File: src/rtl/reg_file_writeback_arbiter.sv
// reg_file_writeback_arbiter
//   Writer-side front end for the register file's single write port. Result
//   sources (0 = ALU, 1 = load, 2 = mul/div) are arbitrated round-robin into
//   registered write_en/write_sel/write_data. A pending-write scoreboard lets
//   issue logic stall on registers that still have results outstanding.
//
// Ports
//   clk                    clock, all logic on posedge
//   rst                    synchronous active-high reset
//   in_src_valid           per-source write request
//   out_src_ready          per-source grant (combinational, one-hot or zero)
//   in_src_sel             per-source destination, source i at [i*SEL_WIDTH +: SEL_WIDTH]
//   in_src_data            per-source data, source i at [i*DATA_WIDTH +: DATA_WIDTH]
//   out_write_en/sel/data  registered register-file write port
//   in_reserve_en/sel      issue stage marks a destination as pending
//   out_pending            scoreboard, bit r set = write to r outstanding
//   out_err_double_reserve sticky: reserve of an already-pending register
//   out_stall_count        (only with OPT_REG_WB_STATS_EN) per-source 32-bit
//                          saturating count of valid && !ready cycles
//
// Optional feature macro: OPT_REG_WB_STATS_EN

module reg_file_writeback_arbiter #(
  parameter int NUM_SRC    = 3,
  parameter int DATA_WIDTH = 32,
  parameter int NUM_REGS   = 16,
  parameter int SEL_WIDTH  = 4
) (
  input  logic                            clk,
  input  logic                            rst,
  input  logic [NUM_SRC-1:0]              in_src_valid,
  output logic [NUM_SRC-1:0]              out_src_ready,
  input  logic [NUM_SRC*SEL_WIDTH-1:0]    in_src_sel,
  input  logic [NUM_SRC*DATA_WIDTH-1:0]   in_src_data,
  output logic                            out_write_en,
  output logic [SEL_WIDTH-1:0]            out_write_sel,
  output logic [DATA_WIDTH-1:0]           out_write_data,
  input  logic                            in_reserve_en,
  input  logic [SEL_WIDTH-1:0]            in_reserve_sel,
  output logic [NUM_REGS-1:0]             out_pending,
  output logic                            out_err_double_reserve
`ifdef OPT_REG_WB_STATS_EN
  ,
  output logic [NUM_SRC*32-1:0]           out_stall_count
`endif
);

  localparam int PTR_W = (NUM_SRC > 1) ? $clog2(NUM_SRC) : 1;

  logic [PTR_W-1:0]      rr_ptr;
  logic                  grant_valid;
  logic [PTR_W-1:0]      grant_idx;
  logic [SEL_WIDTH-1:0]  grant_sel;
  logic [DATA_WIDTH-1:0] grant_data;
  logic                  clr_hit;
  logic                  res_hit;
  logic                  double_res;
  logic [NUM_REGS-1:0]   pending_next;
  int                    idx;

  // Round-robin search starting at rr_ptr. No grants while in reset so a
  // source never believes a transfer happened that the reset then drops.
  always_comb begin
    // NOTE: every variable assigned here gets a default first so no path
    // leaves it unassigned, which would otherwise infer a latch.
    grant_valid = 1'b0;
    grant_idx   = '0;
    idx         = 0;
    if (!rst) begin
      for (int k = 0; k < NUM_SRC; k++) begin
        idx = (int'(rr_ptr) + k) % NUM_SRC;
        if (!grant_valid && in_src_valid[idx]) begin
          grant_valid = 1'b1;
          grant_idx   = PTR_W'(idx);
        end
      end
    end
  end

  assign out_src_ready = grant_valid ? (NUM_SRC'(1) << grant_idx) : '0;
  assign grant_sel     = in_src_sel[int'(grant_idx)*SEL_WIDTH +: SEL_WIDTH];
  assign grant_data    = in_src_data[int'(grant_idx)*DATA_WIDTH +: DATA_WIDTH];

  // Register 0 is hard zero: such writes are consumed but never reach the
  // register file or the scoreboard.
  assign clr_hit = grant_valid && (grant_sel != '0);
  assign res_hit = in_reserve_en && (in_reserve_sel != '0);

  // Clear first, then reserve, so a same-edge reserve wins.
  always_comb begin
    pending_next = out_pending;
    if (clr_hit) pending_next[grant_sel] = 1'b0;
    if (res_hit) pending_next[in_reserve_sel] = 1'b1;
    pending_next[0] = 1'b0;
  end

  // A reserve that collides with the clearing write is a fresh reservation,
  // not a double one.
  assign double_res = res_hit && out_pending[in_reserve_sel]
                      && !(clr_hit && (grant_sel == in_reserve_sel));

  // NOTE: sequential state uses non-blocking assignments so every register
  // samples pre-edge values regardless of statement order.
  always_ff @(posedge clk) begin
    if (rst) begin
      rr_ptr                 <= '0;
      out_write_en           <= 1'b0;
      out_write_sel          <= '0;
      out_write_data         <= '0;
      out_pending            <= '0;
      out_err_double_reserve <= 1'b0;
    end else begin
      out_write_en <= clr_hit;
      out_pending  <= pending_next;
      if (clr_hit) begin
        out_write_sel  <= grant_sel;
        out_write_data <= grant_data;
      end
      if (grant_valid) begin
        rr_ptr <= (grant_idx == PTR_W'(NUM_SRC - 1)) ? '0 : grant_idx + PTR_W'(1);
      end
      if (double_res) out_err_double_reserve <= 1'b1;
    end
  end

`ifdef OPT_REG_WB_STATS_EN
  logic [31:0] stall_cnt [NUM_SRC];

  always_ff @(posedge clk) begin
    if (rst) begin
      for (int i = 0; i < NUM_SRC; i++) stall_cnt[i] <= '0;
    end else begin
      for (int i = 0; i < NUM_SRC; i++) begin
        if (in_src_valid[i] && !out_src_ready[i] && (stall_cnt[i] != 32'hFFFF_FFFF))
          stall_cnt[i] <= stall_cnt[i] + 32'd1;
      end
    end
  end

  for (genvar g = 0; g < NUM_SRC; g++) begin : g_stall_out
    assign out_stall_count[g*32 +: 32] = stall_cnt[g];
  end
`endif

endmodule

File: config.mk
export PLATFORM = sky130hd
export DESIGN_NAME = reg_file_writeback_arbiter
export DESIGN_NICKNAME = d
export VERILOG_FILES = /design/src/rtl/reg_file_writeback_arbiter.sv
export SDC_FILE = /design/constraint.sdc
export NUM_CORES = 1
export LEC_CHECK = 0
export ABC_AREA = 0
export CORE_ASPECT_RATIO = 1.2
export CORE_MARGIN = 2
export CORE_UTILIZATION = 42
export CTS_CLUSTER_DIAMETER = 60
export DETAILED_ROUTE_END_ITERATION = 10
export GPL_TIMING_DRIVEN = 1
export HOLD_SLACK_MARGIN = 0.1
export PLACE_DENSITY = 0.85
export SLEW_MARGIN = 30
export SYNTH_ARGS = -nofsm -noshare
export SYNTH_HDL_FRONTEND = slang
export SYNTH_SLANG_ARGS = --single-unit
export TNS_END_PERCENT = 50
File: constraint.sdc
create_clock -name clk -period 6.44 [get_ports clk]
set_input_delay 1.288 -clock clk [delete_from_list [all_inputs] [get_ports clk]]
set_output_delay 1.288 -clock clk [all_outputs]
set_load 0.005 [all_outputs]
==> reports/qor.yml, run 1 <==
detailed_routing:
  ant_nets: 0
  routed_wl_mm: 10.02
  route.detailed.wl_per_inst_um: 16.61
  drtIter0Drc: 240
  route.detailed.vias_per_inst: 5.718
  remaining_drc_errors: 0
  num_vias: 3448
  drt-pass1-iter-count: 5
hold_path:
  hold_path.class: "register to register"
finish:
  antenna_cells: 0
  final.fill_count: 589
  layout-area-overhead-vs-synth_pct: 55.41
  num-nets-final: 632
  final_core_util_pct: 68.30
  share_of_final_layout_standard_cells_stronger_than_drive_strength_1_pct: 12.09
synthesis:
  synth-seq-cells: 55
  postSynthCellCount: 357
  syn-cell-area_mm2: 0.003216
  synth-main-ff-cell: "sky130_fd_sc_hd__dfxtp_1"
  asyncSetResetFlopFracSynth_pct: 0
  syn_area_per_cell_um2: 9.007
  synthDistinctLibCells: 46
  synth_warnings: 0
  mappedNetlistNets: 477
  synth_sequential_area_ratio_pct: 34.24
  synth_enable_flop_cells: 0
critical_path:
  stage_delay_of_the_slowest_cell_on_the_critical_path_ps: 570
  path_max_fanout: 7
  critical_path.startpoint_type: "primary input"
  crit_family: "buffers and inverters"
  worst-setup-path-type: "primary input to primary output"
  critPathBufInv: 2
  required_ps: 5150
  cp_common_cell: "sky130_fd_sc_hd__clkdlybuf4s50_1"
  cp_cell_sequence: "clkdlybuf4s50_1 > nor2_1 > maj3_1 > a21boi_1 > nand2b_1 > nor3_1 > clkdlybuf4s50_1"
  worst-endpoint-arrival_ps: 3730
  cp_slowest_cell: "sky130_fd_sc_hd__clkdlybuf4s50_1"
  timing.critical_path.to_type: "primary output"
place:
  gp_routability_congestion: 0.8750
  detailedPlacementHpwl_mm: 7.592
  preCtsSetupSlack_ps: 1457
  io_buffer_count: 173
sta:
  slew-limit-headroom_pct: 46.89
  slew_limit_fails: 0
  postLayoutSetupSlackWorst_ps: 1421
  setup_viol: 0
  post-route-period-util_pct: 77.93
  worst_slew_pin_slew_ps: 796.6
  rsz0062_at_grt: "false"
  hold_violations: 0
  tns_ps: 0
  achievable_clock_frequency_mhz: 199.3
  fin_crit_ps: 5019
  fin_skew_ps: 12.99
cts:
  cts.repair.resized: 0
  cts_max_path_buffers: 2
  cts-htree-levels: 2
  tritoncts: "done"
  cts.root.buffer_cell: "sky130_fd_sc_hd__clkbuf_8"
  cts_made_buffers: 5
  cts.sink_count: 55
  postCtsSetupBuffers: 0
  worst_path_clk_slew_ps: 90
  clock_latency_ps: 310
  cts_hold_buffers: 0
job:
  drv.max_cap_violation_count: 0
floorplan:
  num_io_pins: 175
  die_area_mm2: 0.008375
  die_width_um: 83.88
  number_of_placement_rows: 34
  fp.coreArea_mm2: 0.007317
  die_span_in_y_um: 99.85
  initial_utilization_pct: 43.95
global_route:
  globalRouteTotalUtil_pct: 23.50
  number_of_antenna_violations_at_the_first_check_in_global_routing: 0
  vias_in_the_first_global_route: 3393
  grt_max_degree: 67
  grt_first_pass_wirelength_mm: 16.04
  global_route.overflow_total: 0
pwr:
  static-leakage-power_nw: 1.736
  p_per_area_mw_per_mm2: 236.3
  ir_worst_vdd_mv: 0.1324
run_status:
  outcome: "completed"
-- cells by family after synthesis --
family	after synthesis	share of synthesized area, %
AOI/OAI and AO/OA	124	35.33
xor gates and xnor gates	3	0.8173
adders and majority gates	3	1.089
buffers and inverters	38	6.615
DFF	55	34.24
muxes	5	3.152
other	1	0.1166
and+or+nand+nor	128	18.64
-- state kept, by name, indices dropped and copies added, names as in the netlist --
signal / count
out_pending: 15
out_write_sel: 4
out_err_double_reserve: 1
rr_ptr: 2
out_write_en: 1
out_write_data: 32
-- path summary, 6_finish.rpt --
check / to / slack [ps] / startpoint / depth (start not counted)
min reg2reg: out_write_sel[1] / 490 / out_write_sel[1] / 2
max reg2reg: out_write_data[8] / 2690 / rr_ptr[0] / 11
max: out_src_ready[0] / 1420 / in_src_valid[2] / 7
min: out_write_sel[1] / 490 / out_write_sel[1] / 2
-- worst min-delay path, cell delays in order (launching register included) --
cell	delay (ps)
sky130_fd_sc_hd__dfxtp_1	320
sky130_fd_sc_hd__inv_1	40
sky130_fd_sc_hd__o32ai_1	70
-- routing by layer --
layer,GRT usage (%),routed length [um]
met5,0,0
met4,9.305,246
met3,5.757,749
met2,42.83,5081
met1,26.31,3937
-- per-stage QoR --
step	hold WS (ps)	total power [mW]	cell area, um^2	std cells
floorplan	452.7	0.7642	3216	357
global placement	462.7	0.9811	4907	595
detailed placement	474.4	0.9957	4907	595
CTS	487.5	1.188	4997	603
global route	515.8	1.252	4997	603
finish	486.1	1.181	4997	603
-- synthesized netlist by cell type, types with 2 or more instances --
cell type / n / area [um^2]
sky130_fd_sc_hd__nor3_1: 4 / 20.02
sky130_fd_sc_hd__mux4_2: 4 / 90.09
sky130_fd_sc_hd__buf_6: 8 / 90.09
sky130_fd_sc_hd__o32ai_1: 2 / 17.52
sky130_fd_sc_hd__o21ai_0: 34 / 170.2
sky130_fd_sc_hd__a311o_1: 3 / 30.03
sky130_fd_sc_hd__xnor2_1: 3 / 26.28
sky130_fd_sc_hd__clkbuf_1: 16 / 60.06
sky130_fd_sc_hd__a22oi_1: 32 / 240.2
sky130_fd_sc_hd__nor2_1: 40 / 150.1
sky130_fd_sc_hd__o31ai_1: 2 / 15.01
sky130_fd_sc_hd__a21oi_1: 6 / 30.03
sky130_fd_sc_hd__dfxtp_1: 55 / 1101
sky130_fd_sc_hd__nand2_1: 44 / 165.2
sky130_fd_sc_hd__a311oi_1: 4 / 35.03
sky130_fd_sc_hd__buf_1: 2 / 7.510
sky130_fd_sc_hd__nand3b_1: 3 / 22.52
sky130_fd_sc_hd__inv_1: 8 / 30.03
sky130_fd_sc_hd__a311oi_2: 32 / 480.5
sky130_fd_sc_hd__nand3_1: 7 / 35.03
sky130_fd_sc_hd__buf_4: 2 / 15.01
sky130_fd_sc_hd__ha_1: 2 / 25.02
sky130_fd_sc_hd__nor2b_1: 17 / 106.4
sky130_fd_sc_hd__or3b_2: 5 / 43.79
-- cells in the final DEF (no fill, tap or decap), types with 5 or more instances in the layout --
master	n
sky130_fd_sc_hd__dfxtp_1	55
sky130_fd_sc_hd__nand3_1	7
sky130_fd_sc_hd__nor2b_1	17
sky130_fd_sc_hd__inv_1	8
sky130_fd_sc_hd__nand2_1	44
sky130_fd_sc_hd__a22oi_1	32
sky130_fd_sc_hd__a21oi_1	6
sky130_fd_sc_hd__clkbuf_8	5
sky130_fd_sc_hd__nor2_1	39
sky130_fd_sc_hd__or3b_2	5
sky130_fd_sc_hd__o21ai_0	34
sky130_fd_sc_hd__a311oi_2	32
sky130_fd_sc_hd__clkdlybuf4s50_1	172
-- cell type report --
class                      count  area, um^2  area share [%]
multi-input combinational    264        1904           38.11
timing repair buffer         176        1749           35.00
sequential                    55        1101           22.03
tap                           90       112.6           2.253
clock buffer                   6       72.57           1.452
inverter                      10       40.04          0.8012
clock inverter                 2       17.52          0.3505
-- report_power, final --
group / switching (mW) / total (mW) / internal [mW]
Clock: 0.113 / 0.192 / 0.0784
Sequential: 0.0303 / 0.427 / 0.397
Combinational: 0.281 / 0.562 / 0.281
Total: 0.424 / 1.18 / 0.756
(Power assumes the default switching activity.)
==> inputs of run 2 (changes only) <==
- CORE_UTILIZATION: 42 -> 36
- PLACE_DENSITY: 0.85 -> 0.77
- clock period: 6.44 -> 4.25 ns (I/O delays scaled with it)
==> run 2 against run 1 <==
Non-clock buffer count up 3. Via count down 3.0%. Clock skew is 1.6 ps lower. Power rose by 54%. Hold slack got worse by 24 ps. Sequential power rose by 51%.
==> reports/qor.yml, run 2 (synthesis results as in run 1) <==
detailed_routing:
  drt-pass1-iter-count: 4  # -1
  route.detailed.wl_per_inst_um: 15.56  # -6.3%
  num_vias: 3343  # -3.0%
  route.detailed.vias_per_inst: 5.281  # -7.6%
  drtIter0Drc: 145  # -40%
  remaining_drc_errors: 0  # unchanged
  routed_wl_mm: 9.852  # -1.6%
  ant_nets: 0  # unchanged
floorplan:
  number_of_placement_rows: 37  # +8.8%
  num_io_pins: 175  # unchanged
  fp.coreArea_mm2: 0.008611  # +18%
  initial_utilization_pct: 37.34  # -6.6 points
  die_width_um: 90.28  # +7.6%
  die_area_mm2: 0.009707  # +16%
  die_span_in_y_um: 107.5  # +7.7%
pwr:
  static-leakage-power_nw: 1.760  # +1.4%
  p_per_area_mw_per_mm2: 358.8  # +52%
  ir_worst_vdd_mv: 0.1619  # +22%
  power_mw: 1.822  # +54%
finish:
  layout-area-overhead-vs-synth_pct: 57.98
  layout.cells.most_common_list: "sky130_fd_sc_hd__clkdlybuf4s50_1 (172), sky130_fd_sc_hd__dfxtp_1 (55), sky130_fd_sc_hd__nand2_1 (44)"
  antenna_cells: 0  # unchanged
  largest_register_ff_count: 32  # unchanged
  multiInputGateArea_mm2: 0.001904  # unchanged
  share_of_final_layout_standard_cells_stronger_than_drive_strength_1_pct: 12.79  # +0.70 points
  num-nets-final: 635  # +0.47%
  seq_area_mm2: 0.001101  # unchanged
  regMostFlops: "out_write_data"
  top_regs: "out_write_data: 32 flops, out_pending: 15 flops, out_write_sel: 4 flops"
  final_common_cell: "sky130_fd_sc_hd__clkdlybuf4s50_1"
  final.fill_count: 783  # +33%
critical_path:
  cp_cell_sequence: "clkdlybuf4s50_1 > nand4b_1 > or2_1 > inv_4 > buf_4 > clkdlybuf4s50_1"
  cp_slowest_cell: "sky130_fd_sc_hd__clkdlybuf4s50_1"
  path_max_fanout: 36  # +29
  required_ps: 3400  # -1750 ps
  worst-setup-path-type: "primary input to primary output"
  critical_path.startpoint_type: "primary input"
  worst-endpoint-arrival_ps: 3020  # -710 ps
  cp_common_cell: "sky130_fd_sc_hd__clkdlybuf4s50_1"
  critPathBufInv: 4  # +2
  stage_delay_of_the_slowest_cell_on_the_critical_path_ps: 590  # +20 ps
  timing.critical_path.to_type: "primary output"
  crit_family: "buffers and inverters"
sta:
  fin_skew_ps: 11.39  # -1.608 ps
  achievable_clock_frequency_mhz: 258.4
  slew_limit_fails: 0  # unchanged
  rsz0062_at_grt: "false"
  post-route-period-util_pct: 91.06
  worst_slew_pin_slew_ps: 794.9  # -1.660 ps
  tns_ps: 0  # unchanged
  setup_viol: 0  # unchanged
  fin_crit_ps: 3870
  hold_violations: 0  # unchanged
  slew-limit-headroom_pct: 47.00  # +0.11 points
cts:
  worst_path_clk_slew_ps: 100  # about the same
  cts_hold_buffers: 0  # unchanged
  tritoncts: "done"
  cts.root.buffer_cell: "sky130_fd_sc_hd__clkbuf_8"
  cts_max_path_buffers: 2  # unchanged
  postCtsSetupBuffers: 0  # unchanged
  cts.repair.resized: 0  # unchanged
  cts-htree-levels: 2  # unchanged
  cts_made_buffers: 5  # unchanged
  clock_latency_ps: 300  # about the same
  cts.sink_count: 55  # unchanged
job:
  drv.max_cap_violation_count: 0  # unchanged
global_route:
  number_of_antenna_violations_at_the_first_check_in_global_routing: 0  # unchanged
  global_route.overflow_total: 0  # unchanged
  globalRouteTotalUtil_pct: 19.87  # -3.6 points
  grt_max_degree: 70  # +4.5%
  grt_first_pass_wirelength_mm: 15.82  # -1.3%
  vias_in_the_first_global_route: 3347  # -1.4%
place:
  io_buffer_count: 173  # unchanged
  detailedPlacementHpwl_mm: 7.468  # -1.6%
  gp_routability_congestion: 0.8393  # -4.1%
run_status:
  outcome: "completed"
hold_path:
  hold_path.class: "register to register"
## run 2: final timing paths
path | startpoint | endpoint | slack (ps) | depth (start not counted)
max | in_src_valid[1] | out_src_ready[1] | 380 | 6
min | out_write_sel[2] | out_write_sel[2] | 460 | 2
max reg2reg | rr_ptr[0] | out_write_data[4] | 830 | 12
min reg2reg | out_write_sel[2] | out_write_sel[2] | 460 | 2
## run 2: worst register-to-register path, cell delays in order, from the launching register on
cell                       delay (ps)
sky130_fd_sc_hd__dfxtp_1          340
sky130_fd_sc_hd__inv_1             60
sky130_fd_sc_hd__ha_1             390
sky130_fd_sc_hd__and2b_1          230
sky130_fd_sc_hd__o31ai_2          310
sky130_fd_sc_hd__or2_1            340
sky130_fd_sc_hd__inv_4             40
sky130_fd_sc_hd__buf_4            250
sky130_fd_sc_hd__o311a_4          430
sky130_fd_sc_hd__a41oi_4          240
sky130_fd_sc_hd__buf_12           330
sky130_fd_sc_hd__nor2_1           150
sky130_fd_sc_hd__a311oi_2         240
## run 2: through the flow
step / hold slack, ps / instances / worst slack, ps / utilization (%) / instance area (um^2)
2_1_floorplan: 452.7 / 357 / 1296 / - / 3216
3_3_place_gp: 447.5 / 625 / 384.7 / 57.79 / 4976
3_5_place_dp: 448.2 / 625 / 268.3 / 57.79 / 4976
4_1_cts: 462.7 / 633 / 386.2 / 58.99 / 5080
5_1_grt: 504.0 / 633 / 239.6 / 58.99 / 5080
6_report: 462.4 / 633 / 380.1 / 58.99 / 5080
## run 2: area by class of cell
type                            count  share of cell area, %
Clock inverter                      1                 0.1478
Inverter                           10                 0.7882
Sequential cell                    55                  21.67
Timing Repair Buffer              179                  35.12
Clock buffer                        7                  1.897
Multi-Input combinational cell    264                  37.49
Tap cell                          117                  2.882
## run 2: report_power, final
group	internal, mW	switching, mW	total (mW)
Sequential	0.601	0.0441	0.645
Clock	0.149	0.169	0.318
Combinational	0.439	0.421	0.860
Total	1.19	0.634	1.82
## run 2: layer usage
layer / GRT usage, % / vias up / share of wire (%)
li1: - / 1644 / -
met1: 21.41 / 1542 / 39
met2: 37.22 / 143 / 52
met3: 5.812 / 14 / 8.1
met4: 6.484 / 0 / 1.6
met5: 0 / - / 0
==> inputs of run 3 (changes only) <==
- TNS_END_PERCENT: 50 -> default
==> results of run 3 <==
The final DEF is identical to that of run 2; final timing and power are the same.
